===== config.mk =====
export PLATFORM = sky130hd
export DESIGN_NAME = branch_resolve
export DESIGN_NICKNAME = d
export VERILOG_FILES = /design/src/rtl/mips_pkg.sv /design/src/rtl/branch_hazard.sv /design/src/rtl/branch_resolve.sv
export SDC_FILE = /design/constraint.sdc
export NUM_CORES = 1
export LEC_CHECK = 0
export CAP_MARGIN = 10
export CORE_ASPECT_RATIO = 0.7
export CORE_MARGIN = 10
export CORE_UTILIZATION = 49
export CTS_BUF_LIST = sky130_fd_sc_hd__clkbuf_8
export DETAILED_ROUTE_END_ITERATION = 8
export PLACE_DENSITY = 0.83
export SYNTH_ARGS = -nofsm -noshare
export SYNTH_HDL_FRONTEND = slang
export SYNTH_SLANG_ARGS = --single-unit

===== constraint.sdc =====
create_clock -name clk -period 2.4 [get_ports clk]
set_input_delay 0.48 -clock clk [delete_from_list [all_inputs] [get_ports clk]]
set_output_delay 0.48 -clock clk [all_outputs]
set_load 0.01 [all_outputs]

===== src/rtl/mips_pkg.sv =====
// Shared MIPS pipeline constants and the branch decode helper used by the ID-stage
// branch resolution logic.
package mips_pkg;

    localparam logic [5:0] OP_REGIMM = 6'b000001;
    localparam logic [5:0] OP_BEQ    = 6'b000100;
    localparam logic [5:0] OP_BNE    = 6'b000101;
    localparam logic [5:0] OP_BLEZ   = 6'b000110;
    localparam logic [5:0] OP_BGTZ   = 6'b000111;

    localparam logic [4:0] RT_BLTZ   = 5'b00000;
    localparam logic [4:0] RT_BGEZ   = 5'b00001;

    localparam logic [1:0] NEED_NONE = 2'd0;
    localparam logic [1:0] NEED_ONE  = 2'd1;
    localparam logic [1:0] NEED_TWO  = 2'd2;

    typedef enum logic [0:0] {
        IDLE = 1'b0,
        WAIT = 1'b1
    } br_state_t;

    typedef struct packed {
        logic is_br;
        logic use_rt;
        logic taken;
    } br_dec_t;

    function automatic br_dec_t decode_branch(
        input logic [5:0] opcode,
        input logic [4:0] rt,
        input logic       res_eq,
        input logic       gtz_sig,
        input logic       lez_sig,
        input logic       gez_sig,
        input logic       ltz_sig
    );
        br_dec_t d;
        d = '0;
        case (opcode)
            OP_BEQ: begin
                d.is_br  = 1'b1;
                d.use_rt = 1'b1;
                d.taken  = res_eq;
            end
            OP_BNE: begin
                d.is_br  = 1'b1;
                d.use_rt = 1'b1;
                d.taken  = !res_eq;
            end
            OP_BLEZ: begin
                d.is_br = 1'b1;
                d.taken = lez_sig;
            end
            OP_BGTZ: begin
                d.is_br = 1'b1;
                d.taken = gtz_sig;
            end
            OP_REGIMM: begin
                // Only bltz/bgez are branches; other REGIMM forms are left to the main decoder.
                if (rt == RT_BLTZ) begin
                    d.is_br = 1'b1;
                    d.taken = ltz_sig;
                end else if (rt == RT_BGEZ) begin
                    d.is_br = 1'b1;
                    d.taken = gez_sig;
                end
            end
            default: d = '0;
        endcase
        return d;
    endfunction

    // $0 is hardwired to zero, so a write to it never creates a dependency.
    function automatic logic src_match(
        input logic [4:0] rd,
        input logic [4:0] rs,
        input logic [4:0] rt,
        input logic       use_rt
    );
        return (rd != 5'd0) && ((rd == rs) || (use_rt && (rd == rt)));
    endfunction

endpackage


===== src/rtl/branch_hazard.sv =====
// Sizes the operand stall a branch in ID needs before its comparator flags are valid,
// from the EX and MEM destination fields.
module branch_hazard
    import mips_pkg::*;
(
    input  logic [4:0] rs,
    input  logic [4:0] rt,
    input  logic       use_rt,
    input  logic       ex_wr_en,
    input  logic       ex_is_load,
    input  logic [4:0] ex_rd,
    input  logic       mem_wr_en,
    input  logic       mem_is_load,
    input  logic [4:0] mem_rd,
    output logic [1:0] need
);

    logic ex_hit;
    logic mem_hit;

    assign ex_hit  = ex_wr_en  && src_match(ex_rd,  rs, rt, use_rt);
    assign mem_hit = mem_wr_en && src_match(mem_rd, rs, rt, use_rt);

    // A MEM ALU result is already forwardable into ID, so only a MEM load costs a cycle.
    always_comb begin
        need = NEED_NONE;
        if (ex_hit && ex_is_load) begin
            need = NEED_TWO;
        end else if (ex_hit || (mem_hit && mem_is_load)) begin
            need = NEED_ONE;
        end
    end

endmodule


===== src/rtl/branch_resolve.sv =====
// ID-stage branch resolution: operand-hazard stall, target computation, registered
// PC redirect / IF-ID flush, and wrapping branch/taken counters.
//
// state | meaning
// IDLE  | no branch held; a new branch resolves now or starts a stall
// WAIT  | branch held in ID; cnt more stall cycles before it resolves
module branch_resolve
    import mips_pkg::*;
(
    input  logic        clk,
    input  logic        rst_n,
    input  logic        id_valid,
    input  logic [5:0]  id_opcode,
    input  logic [4:0]  id_rs,
    input  logic [4:0]  id_rt,
    input  logic [15:0] id_imm,
    input  logic [31:0] id_pc4,
    input  logic        res_eq,
    input  logic        gtz_sig,
    input  logic        lez_sig,
    input  logic        gez_sig,
    input  logic        ltz_sig,
    input  logic        ex_wr_en,
    input  logic        ex_is_load,
    input  logic [4:0]  ex_rd,
    input  logic        mem_wr_en,
    input  logic        mem_is_load,
    input  logic [4:0]  mem_rd,
    output logic        stall,
    output logic        pc_redirect,
    output logic [31:0] pc_target,
    output logic        flush_ifid,
    output logic [31:0] br_cnt,
    output logic [31:0] taken_cnt
);

    br_state_t   state;
    logic [1:0]  cnt;
    br_dec_t     dec;
    logic [1:0]  need;
    logic        accept;
    logic        resolve;
    logic        stall_int;
    logic [31:0] imm_ext;
    logic [31:0] target;

    assign dec = decode_branch(id_opcode, id_rt, res_eq, gtz_sig, lez_sig, gez_sig, ltz_sig);

    branch_hazard u_hazard (
        .rs          (id_rs),
        .rt          (id_rt),
        .use_rt      (dec.use_rt),
        .ex_wr_en    (ex_wr_en),
        .ex_is_load  (ex_is_load),
        .ex_rd       (ex_rd),
        .mem_wr_en   (mem_wr_en),
        .mem_is_load (mem_is_load),
        .mem_rd      (mem_rd),
        .need        (need)
    );

    // While a redirect is issued, ID holds the delay slot: never treat it as a new branch.
    assign accept    = (state == IDLE) && id_valid && dec.is_br && !pc_redirect;
    assign resolve   = (accept && (need == NEED_NONE)) || ((state == WAIT) && (cnt == 2'd0));
    assign stall_int = (accept && (need != NEED_NONE)) || ((state == WAIT) && (cnt != 2'd0));
    assign stall     = rst_n && stall_int;

    assign imm_ext = {{14{id_imm[15]}}, id_imm, 2'b00};
    assign target  = id_pc4 + imm_ext;

    always_ff @(posedge clk or negedge rst_n) begin
        if (!rst_n) begin
            state <= IDLE;
            cnt   <= 2'd0;
        end else begin
            case (state)
                IDLE: begin
                    if (accept && (need != NEED_NONE)) begin
                        cnt   <= need - 2'd1;
                        state <= WAIT;
                    end
                end
                WAIT: begin
                    if (cnt != 2'd0) begin
                        cnt <= cnt - 2'd1;
                    end else begin
                        state <= IDLE;
                    end
                end
                default: begin
                    state <= IDLE;
                    cnt   <= 2'd0;
                end
            endcase
        end
    end

    always_ff @(posedge clk or negedge rst_n) begin
        if (!rst_n) begin
            pc_redirect <= 1'b0;
            pc_target   <= 32'd0;
            br_cnt      <= 32'd0;
            taken_cnt   <= 32'd0;
        end else begin
            pc_redirect <= resolve && dec.taken;
            if (resolve) begin
                br_cnt <= br_cnt + 32'd1;
            end
            if (resolve && dec.taken) begin
                pc_target <= target;
                taken_cnt <= taken_cnt + 32'd1;
            end
        end
    end

    assign flush_ifid = pc_redirect;

endmodule

==> results of run 1 <==
-- logic make-up after synthesis --
group                    after synthesis
AND/OR/NAND/NOR                      197
adder cells (fa/ha/maj)               32
multiplexers                          28
XOR/XNOR                             110
AO/OA/AOI/OAI                        102
buffers and inverters                 32
flip-flops                           100
-- timing repair --
action	CTS	global route
setup endpoints to repair	96	55
hold buffers	0	0
resized for setup	151	90
pin swaps	43	45
buffers inserted	14	15
gates cloned	1	1
-- cells in the final DEF (no fill, tap or decap), types with 13 or more instances in the layout --
master,synthesis,final
sky130_fd_sc_hd__clkdlybuf4s50_1,0,127
sky130_fd_sc_hd__buf_4,1,110
sky130_fd_sc_hd__dfrtp_1,100,100
sky130_fd_sc_hd__xnor2_1,76,71
sky130_fd_sc_hd__nand2_1,48,41
sky130_fd_sc_hd__nor2_1,34,32
sky130_fd_sc_hd__nand3_1,32,31
sky130_fd_sc_hd__xor2_1,33,30
sky130_fd_sc_hd__a21oi_1,34,26
sky130_fd_sc_hd__mux2_2,28,25
sky130_fd_sc_hd__nand4_1,19,19
sky130_fd_sc_hd__inv_1,17,16
sky130_fd_sc_hd__and3_1,16,16
sky130_fd_sc_hd__a21o_1,16,16
sky130_fd_sc_hd__ha_1,31,16
sky130_fd_sc_hd__buf_6,1,15
sky130_fd_sc_hd__nor3_1,17,13
sky130_fd_sc_hd__ha_4,0,13
sky130_fd_sc_hd__dlygate4sd2_1,0,13
-- sequential cells by signal (all words and copies together), names as in the netlist --
name	flops
pc_target	32
flush_ifid	1
state	1
br_cnt	32
cnt	2
taken_cnt	32
-- final cells by class --
| type | count | area, µm² | share of cell area |
|---|---|---|---|
| clock buffers | 9 | 123.9 | 0.01276 |
| clock inverters | 7 | 67.56 | 0.006962 |
| inverters | 18 | 67.56 | 0.006962 |
| multi-input cells | 469 | 4034 | 0.4157 |
| flip-flops and latches | 100 | 2502 | 0.2579 |
| well taps | 157 | 196.4 | 0.02024 |
| repair buffers | 301 | 2713 | 0.2795 |
-- worst min path at each step --
stage	endpoint	slack (ps)	depth (start not counted)
final	taken_cnt[2]$_DFFE_PN0P_	160	2
after CTS	taken_cnt[17]$_DFFE_PN0P_	170	2
after detailed placement	taken_cnt[23]$_DFFE_PN0P_	480	1
after floorplan	br_cnt[0]$_DFFE_PN0P_	180	0
after global placement	br_cnt[31]$_DFFE_PN0P_	460	1
after global routing	taken_cnt[13]$_DFFE_PN0P_	190	2
-- per-stage QoR --
stage	power (µW)	instance area, µm²
after floorplan	2375	6172
after global placement	2962	8842
after detailed placement	2992	8842
after CTS	4129	9343
after global routing	4397	9704
final	4185	9704
-- routing by layer --
| metal | GRT usage | vias up |
|---|---|---|
| met3 | 0.04919 | 35 |
| met2 | 0.3872 | 210 |
| met1 | 0.2921 | 2910 |
| li1 | - | 2733 |
| met5 | 0 | - |
| met4 | 0.05450 | 0 |
-- power by group --
group	internal, µW	switching (µW)
logic	688	589
clock network	407	670
registers	1760	72.8
total	2850	1330
-- worst max-delay path: stages --
cell	delay, ps
sky130_fd_sc_hd__buf_2	140
sky130_fd_sc_hd__or4_4	550
sky130_fd_sc_hd__o2111ai_4	240
sky130_fd_sc_hd__nand2_2	100
sky130_fd_sc_hd__nand2_2	80
sky130_fd_sc_hd__nand2_2	70
sky130_fd_sc_hd__and2_4	170
sky130_fd_sc_hd__buf_6	110
==> flow_summary.toml, run 1 <==
[outcome]
run_status = "complete, but fails checks"
failed_checks = "negative setup slack"

[global_routing]
vias_in_the_first_global_route = 6108
grt_first_pass_wirelength_um = 32840
aggregate_global_route_resource_usage = 0.2282
grt_max_degree = 62
grt_remaining_overflow = 0
number_of_antenna_violations_at_the_first_check_in_global_routing = 0

[routing]
antenna_violating_nets_post_route = 0
avgRoutedWirePerCell_um = 19.62
number_of_vias_per_cell_after_detailed_routing = 5.549
detailedRoute.firstIterationViolations = 320
top_layer_used = "met4"
drtPass1Iterations = 5
detailroute.wirelength.met3_um = 1210
routed_wl_um = 20810
drc = 0
met1_wire_length_um = 9207
routed-wl-met2_um = 10050
vias = 5888

[setup_path]
critPathLaunchType = "primary input"
worst-endpoint-arrival_ps = 1950
critical_path.max_fanout = 3
cp_endpoint = "stall"
timing.rr.start = "flush_ifid$_DFF_PN0_"
r2r.worst_path.cells = 9
worst-setup-path-type = "primary input to output pin"
reg2reg_setup_slack_ps = 90
crit_start = "mem_rd[4]"
worst-endpoint-required_ps = 1920
endpoint_kind = "output pin"
rr_endpoint = "br_cnt[26]$_DFFE_PN0P_"

[logic_synthesis]
syn_area_per_cell_um2 = 10.09
leading_cell_type_by_number_of_instances_after_synthesis = "sky130_fd_sc_hd__dfrtp_1"
top_area_cell_type_share_of_the_netlist_area = 0.4125
postSynthRegisterBits = 100
synth_top_family_by_area = "simple AND/OR/NAND/NOR gates"
synthAdderAreaFrac = 0.06723
synth_compound_area_frac = 0.1147
synth_area_um2 = 6067
synth_enable_flop_cells = 0
netlist_instances = 601
muxShareOfSynthArea = 0.05197
async_flop_share = 1.000
synth-simple-area-share = 0.1714
seq_total_area_yosys = 0.4125
post_synth_xor_area_fraction = 0.1600
mappedNetlistNets = 719
synth_area_leader_cell = "sky130_fd_sc_hd__dfrtp_1"
synthTopCellsByCount = "sky130_fd_sc_hd__dfrtp_1 (100), sky130_fd_sc_hd__xnor2_1 (76), sky130_fd_sc_hd__nand2_1 (48), sky130_fd_sc_hd__a21oi_1 (34), sky130_fd_sc_hd__nor2_1 (34)"
synth_top_cells_by_area = "sky130_fd_sc_hd__dfrtp_1 (41%), sky130_fd_sc_hd__xnor2_1 (11%), sky130_fd_sc_hd__ha_1 (6.4%)"
yosys_warnings = 0
prevailing_post_synth_register_cell = "sky130_fd_sc_hd__dfrtp_1"
ys_types = 58

[sta]
report.final.setup_viol = 3
maxClockFrequency_mhz = 411.7
finalHoldViolations = 0
setup_tns_ps = -57.07
rsz0062_at_grt = "yes"
whs_ps = 156.3
layout_setup_ws_ps = -28.76
worst_case_clock_skew_ps = 20.64
timing.final.crit_share = 1.012
tightest_slew_ps = 758.7
maxSlewHeadroom = 0.4942
fin_crit_ps = 2429
final-max-slew-violation-count = 0

[clock_network]
cts_buffer_depth = 2
cts_root_buffer = "sky130_fd_sc_hd__clkbuf_8"
cts.htree.levels = 3
clk_pin_slew_ps = 120
cts_made_buffers = 9
tritoncts_num_sinks = 100
worstSkewPairLatency_ps = 380
cts_tree = "built"

[min_path]
timing.hold.worst.class = "primary input to asynchronous set/reset pin"

[final_layout]
final_net_count = 1017
post_layout_instance_count_excluding_filler_cells = 1061
layout-drive-gt1-share = 0.3097
antenna-diode-count = 0
area_growth_syn_to_layout_pct = 59.95
total_of_fill_cells_in_the_finished_design = 721
utilization = 0.8161

[floorplan]
fp.dieW_um = 153.0
die-area_um2 = 17300
core_area_um2 = 11890
io_pins = 185
start_util = 0.5102
rows = 33
fp.dieH_um = 113.1

[placement]
placement.io_buffers = 184
place_hpwl_um = 15340
routabilityCongestion = 0.8932
preCtsSetupSlack_ps = -852.8
dpl.cell_count = 1020

[power]
power_density_nw_per_um2 = 431.3
ir_drop_v = 0.0003297
leakage_power_uw = 0.004520

[flow_run]
maxCapViolCount = 0
Power figures use the tool's default switching activity.
==> run 2: changes to the inputs <==
Settings changed: CORE_MARGIN 10 to 3.
==> flow_summary.toml, run 2 (synthesis results as in run 1) <==
[outcome]
run_status = "complete, but fails checks"
failed_checks = "negative setup slack"

[placement]
routabilityCongestion = 0.8959
place_hpwl_um = 13770
placement.io_buffers = 184

[setup_path]
endpoint_kind = "flop"
critical_path.max_fanout = 3
timing.rr.start = "taken_cnt[8]$_DFFE_PN0P_"
cpMaxStageDelayCell = "sky130_fd_sc_hd__fa_2"
worst-setup-path-type = "primary input to flop"
worst-endpoint-arrival_ps = 2740
worstPathCellList = "buf_6 -> ha_4 -> fa_2 -> a211oi_4 -> o21ai_2 -> nand4_1 -> a211oi_2 -> buf_4 -> o2111ai_4 -> nand2_2 -> xor2_1 -> mux2_4"
worst-endpoint-required_ps = 2660
critPathLaunchType = "primary input"
rr_endpoint = "taken_cnt[27]$_DFFE_PN0P_"
cp.buffers_inverters = 2
critPathMaxStageDelay_ps = 420
critical_path.top_delay_family = "compound AO/OA/AOI/OAI gates"
r2r.worst_path.cells = 8
reg2reg_setup_slack_ps = 90

[floorplan]
core_area_um2 = 11890
fp.dieW_um = 139.0
die-area_um2 = 13770
rows = 33
start_util = 0.5102
fp.dieH_um = 99.10
io_pins = 185

[sta]
tightest_slew_ps = 805.5
final-max-slew-violation-count = 0
whs_ps = 257.8
maxClockFrequency_mhz = 403.3
worst_case_clock_skew_ps = 16.99
timing.final.crit_share = 1.033
rsz0062_at_grt = "yes"
report.final.setup_viol = 4
fin_crit_ps = 2480
maxSlewHeadroom = 0.4630
layout_setup_ws_ps = -79.52
finalHoldViolations = 0

[clock_network]
cts_root_buffer = "sky130_fd_sc_hd__clkbuf_8"
cts_made_buffers = 9
ctsHoldBuffers = 0
tritoncts_num_sinks = 100
worstSkewPairLatency_ps = 380
clk_pin_slew_ps = 110
cts_tree = "built"
cts.htree.levels = 3
cts_buffer_depth = 2

[global_routing]
grt_remaining_overflow = 0
aggregate_global_route_resource_usage = 0.2705
grt_first_pass_wirelength_um = 30410
grt_max_degree = 60
vias_in_the_first_global_route = 6014
number_of_antenna_violations_at_the_first_check_in_global_routing = 0

[power]
switching_share = 0.3166
share_clk_of_total_power = 0.248
power.switching_uw = 1327
internal_power_uw = 2863
comb_power_frac = 0.316
seq_power_share = 0.436
leakage_power_uw = 0.004472
ir_drop_v = 0.0003521
power_density_nw_per_um2 = 430.3

[final_layout]
biggestRegsByFlops = "br_cnt (32), pc_target (32), taken_cnt (32)"
mostFrequentLayoutCells = "sky130_fd_sc_hd__clkdlybuf4s50_1 (125), sky130_fd_sc_hd__buf_4 (104), sky130_fd_sc_hd__dfrtp_1 (100), sky130_fd_sc_hd__xnor2_1 (75), sky130_fd_sc_hd__nand2_1 (43)"
antenna-diode-count = 0
layout_commonest_cell = "sky130_fd_sc_hd__clkdlybuf4s50_1"
final_net_count = 1011
layout-drive-gt1-share = 0.3021
utilization = 0.8189
area_growth_syn_to_layout_pct = 60.51

[routing]
routed_wl_um = 20010
drc = 0
detailedRoute.firstIterationViolations = 311
avgRoutedWirePerCell_um = 18.98
drtPass1Iterations = 5
vias = 5892
antenna_violating_nets_post_route = 0
number_of_vias_per_cell_after_detailed_routing = 5.590

[min_path]
timing.hold.worst.class = "primary input to asynchronous set/reset pin"

[flow_run]
maxCapViolCount = 0
## run 2: how the worst max path moves through the flow
stage | startpoint | to | slack, ps | cells after the start
global placement | id_rt[2] | stall | -770 | 10
global route | id_rt[4] | stall | -150 | 9
finish | id_imm[0] | pc_target[26]$_DFFE_PN0P_ | -80 | 12
CTS | ex_rd[0] | stall | -40 | 10
floorplan | id_imm[0] | pc_target[26]$_DFFE_PN0P_ | -30 | 10
detailed placement | id_rt[2] | stall | -790 | 10
## run 2: power groups by stage
| stage | clock network [µW] | registers [µW] | logic, µW |
|---|---|---|---|
| 6_report | 1040 | 1830 | 1320 |
| 5_1_grt | 1130 | 1840 | 1410 |
| 4_1_cts | 1060 | 1820 | 1210 |
| 3_5_place_dp | 0 | 1860 | 1130 |
| 3_3_place_gp | 0 | 1850 | 1100 |
| 2_1_floorplan | 0 | 1880 | 493 |
## run 2: final cells by class
class / count / area, µm²
clock inverter: 6 / 55.05
sequential: 100 / 2502
inverter: 18 / 70.07
multi-input combinational: 469 / 4126
fill: 701 / 2153
timing repair buffer: 295 / 2664
clock buffer: 9 / 123.9
tap: 157 / 196.4
## run 2: what timing repair did
item | in CTS | in global routing
cloned | 0 | 1
buffers inserted | 16 | 8
resized for setup | 145 | 85
pin swaps | 47 | 51
endpoints found under the setup margin | 92 | 72
## run 2: per-stage QoR
stage | total power, µW | setup TNS [ps] | worst slack, ps | cell area [µm²] | instances
6_report | 4190 | -162.7 | -79.52 | 9738 | 1054
5_1_grt | 4381 | -1269 | -154.0 | 9738 | 1054
4_1_cts | 4086 | -35.36 | -35.36 | 9348 | 1048
3_5_place_dp | 2987 | -57670 | -794.7 | 8820 | 1017
3_3_place_gp | 2955 | -53680 | -773.2 | 8820 | 1017
2_1_floorplan | 2375 | -39.37 | -34.99 | 6172 | 601
## run 2: routing by layer
metal	global-route usage	vias up	share of wire
met2	0.4614	231	0.49
met1	0.3613	2886	0.44
met4	0.06767	0	0.024
li1	-	2726	-
met3	0.05094	49	0.056
met5	0	-	0
==> run 3: changes to the inputs <==
Settings changed: ABC_AREA from default to 1, CORE_UTILIZATION 49 to 53, PLACE_DENSITY 0.83 to 0.84, RECOVER_POWER from default to 50.
==> flow_summary.toml, run 3 <==
[final_layout]
layout-drive-gt1-share = 0.08065
layout_commonest_cell = "sky130_fd_sc_hd__nand2_1"
biggestRegsByFlops = "br_cnt (32), pc_target (32), taken_cnt (32)"
final_net_count = 1663
area_growth_syn_to_layout_pct = 34.08
mostFrequentLayoutCells = "sky130_fd_sc_hd__nand2_1 (512), sky130_fd_sc_hd__inv_1 (161), sky130_fd_sc_hd__clkdlybuf4s50_1 (156), sky130_fd_sc_hd__nand3_1 (123), sky130_fd_sc_hd__nor2_1 (102)"
utilization = 0.7373
total_of_fill_cells_in_the_finished_design = 1278
antenna-diode-count = 0

[sta]
fin_crit_ps = 2336
maxSlewHeadroom = 0.2845
maxClockFrequency_mhz = 428.1
tightest_slew_ps = 1073
final-max-slew-violation-count = 0
report.final.setup_viol = 0
rsz0062_at_grt = "yes"
worst_case_clock_skew_ps = 19.53
setup_tns_ps = 0
timing.final.crit_share = 0.9732
finalHoldViolations = 0
whs_ps = 460.2

[setup_path]
r2r.worst_path.cells = 7
timing.rr.start = "br_cnt[0]$_DFFE_PN0P_"
worst-endpoint-required_ps = 1920
worst-endpoint-arrival_ps = 1860
critPathLaunchType = "primary input"
cpMaxStageDelayCell = "sky130_fd_sc_hd__dlygate4sd2_1"
cp.buffers_inverters = 2
worst_path_most_repeated_cell = "sky130_fd_sc_hd__nand2_1"
reg2reg_setup_slack_ps = 280
critPathMaxStageDelay_ps = 250
critical_path.top_delay_family = "simple AND/OR/NAND/NOR gates"
critical_path.max_fanout = 2
endpoint_kind = "output pin"
worstPathCellList = "dlygate4sd2_1 -> nor2_2 -> nand4_1 -> nor2_1 -> nand2_1 -> nand2_1 -> nand2_1 -> nand2_2 -> nand2_2 -> a21boi_1 -> buf_2"
worst-setup-path-type = "primary input to output pin"
rr_endpoint = "br_cnt[30]$_DFFE_PN0P_"

[routing]
drc = 0
vias = 9222
antenna_violating_nets_post_route = 0
drtPass1Iterations = 6
avgRoutedWirePerCell_um = 14.75
number_of_vias_per_cell_after_detailed_routing = 5.285
detailedRoute.firstIterationViolations = 770
routed_wl_um = 25740

[placement]
place_hpwl_um = 20470
routabilityCongestion = 0.9503
placement.io_buffers = 184

[power]
leakage_power_uw = 0.005748
ir_drop_v = 0.0002708
fin_total_pwr_uw = 4211
power_density_nw_per_um2 = 381.9

[logic_synthesis]
netlist_instances = 1292
syn_area_per_cell_um2 = 6.364
async_flop_share = 1.000
synth_area_um2 = 8223
synth_enable_flop_cells = 0
yosys_warnings = 0
seq_total_area_yosys = 0.3043
synth_area_leader_cell = "sky130_fd_sc_hd__dfrtp_1"
synth_top_cells_by_area = "sky130_fd_sc_hd__dfrtp_1 (30%), sky130_fd_sc_hd__nand2_1 (24%), sky130_fd_sc_hd__nand3_1 (7.5%)"
prevailing_post_synth_register_cell = "sky130_fd_sc_hd__dfrtp_1"
ys_types = 33
mappedNetlistNets = 1410
postSynthRegisterBits = 100
synthTopCellsByCount = "sky130_fd_sc_hd__nand2_1 (516), sky130_fd_sc_hd__inv_1 (163), sky130_fd_sc_hd__nand3_1 (124), sky130_fd_sc_hd__nor2_1 (108), sky130_fd_sc_hd__dfrtp_1 (100)"
top_area_cell_type_share_of_the_netlist_area = 0.3043
leading_cell_type_by_number_of_instances_after_synthesis = "sky130_fd_sc_hd__nand2_1"

[flow_run]
maxCapViolCount = 0

[floorplan]
rows = 37
fp.dieW_um = 154.9
fp.dieH_um = 110.2
start_util = 0.5499
io_pins = 185
die-area_um2 = 17070
core_area_um2 = 14950

[global_routing]
grt_first_pass_wirelength_um = 41590
grt_max_degree = 61
number_of_antenna_violations_at_the_first_check_in_global_routing = 0
grt_remaining_overflow = 0
aggregate_global_route_resource_usage = 0.2989
vias_in_the_first_global_route = 8566

[outcome]
run_status = "completed"

[clock_network]
cts_root_buffer = "sky130_fd_sc_hd__clkbuf_8"
worstSkewPairLatency_ps = 390
tritoncts_num_sinks = 100
cts_buffer_depth = 2
ctsHoldBuffers = 0
cts_made_buffers = 9
cts.htree.levels = 3
cts_tree = "built"
clk_pin_slew_ps = 110

[min_path]
timing.hold.worst.class = "primary input to asynchronous set/reset pin"
-- run 3: changes by cell type in the layout (fill, tap and decap cells not counted), sizes merged, moves of 16 or more --
cell	before	now
nand2	48	517
inv	22	165
nand3	32	125
nor2	38	108
xnor2	77	21
buf	124	85
xor2	33	67
clkdlybuf4s50	125	156
mux2	28	1
nor3	17	43
a21oi	34	17
a21o	16	0
-- run 3: what timing repair did --
item	CTS	global route
endpoints found under the hold margin	0	0
buffers inserted	3	0
resized for setup	37	11
pin swaps	11	8
setup endpoints to repair	1	5
-- run 3: cells by family (layout without fill, tap and decap cells) --
| logic type | count (synthesis) | in the layout | share of synthesized area |
|---|---|---|---|
| and+or+nand+nor | 836 | 836 | 0.4244 |
| DFF | 100 | 100 | 0.3043 |
| AOI/OAI and AO/OA | 44 | 44 | 0.02769 |
| adders and majority gates | 32 | 32 | 0.04960 |
| buffers and inverters | 191 | 449 | 0.09890 |
| muxes | 1 | 1 | 0.001369 |
| xor gates and xnor gates | 88 | 88 | 0.09373 |
-- run 3: final cells by class --
| type | count | area (µm²) | area share |
|---|---|---|---|
| Sequential cell | 100 | 2502 | 0.2270 |
| Clock buffer | 10 | 137.6 | 0.01248 |
| Multi-Input combinational cell | 1001 | 4964 | 0.4502 |
| Timing Repair Buffer | 270 | 2510 | 0.2276 |
| Inverter | 163 | 611.8 | 0.05549 |
| Clock inverter | 6 | 56.30 | 0.005107 |
| Tap cell | 195 | 244.0 | 0.02213 |
-- run 3: power by group --
| group | total, µW | switching, µW | internal, µW |
|---|---|---|---|
| sequential | 1840 | 87.7 | 1750 |
| clock | 1100 | 678 | 426 |
| combinational | 1270 | 665 | 606 |
-- run 3: worst max-delay path by stage --
stage / startpoint / end / slack (ps) / cells past startpoint
2_1_floorplan: id_imm[0] / pc_target[30]$_DFFE_PN0P_ / 410 / 14
3_3_place_gp: id_opcode[5] / stall / -570 / 11
3_5_place_dp: id_opcode[5] / stall / -610 / 11
4_1_cts: id_opcode[1] / stall / 7 / 11
5_1_grt: id_opcode[5] / stall / -20 / 11
6_report: id_opcode[5] / stall / 60 / 11
-- run 3: through the flow --
step	std cells	setup slack, ps	cell area [µm²]
3_3_place_gp	1726	-573.1	10790
6_report	1745	64.33	11030
3_5_place_dp	1726	-609.5	10790
5_1_grt	1745	-24.48	11030
2_1_floorplan	1292	407.5	8223
4_1_cts	1745	7.189	11000
-- run 3: routing by layer --
layer	part of all wire	wire, µm	vias to the layer above	track usage
li1	-	-	4557	-
met1	0.48	12380	4248	0.4353
met2	0.43	11050	391	0.4702
met3	0.081	2084	26	0.05657
met4	0.0088	227	0	0.05608
met5	0	0	-	0
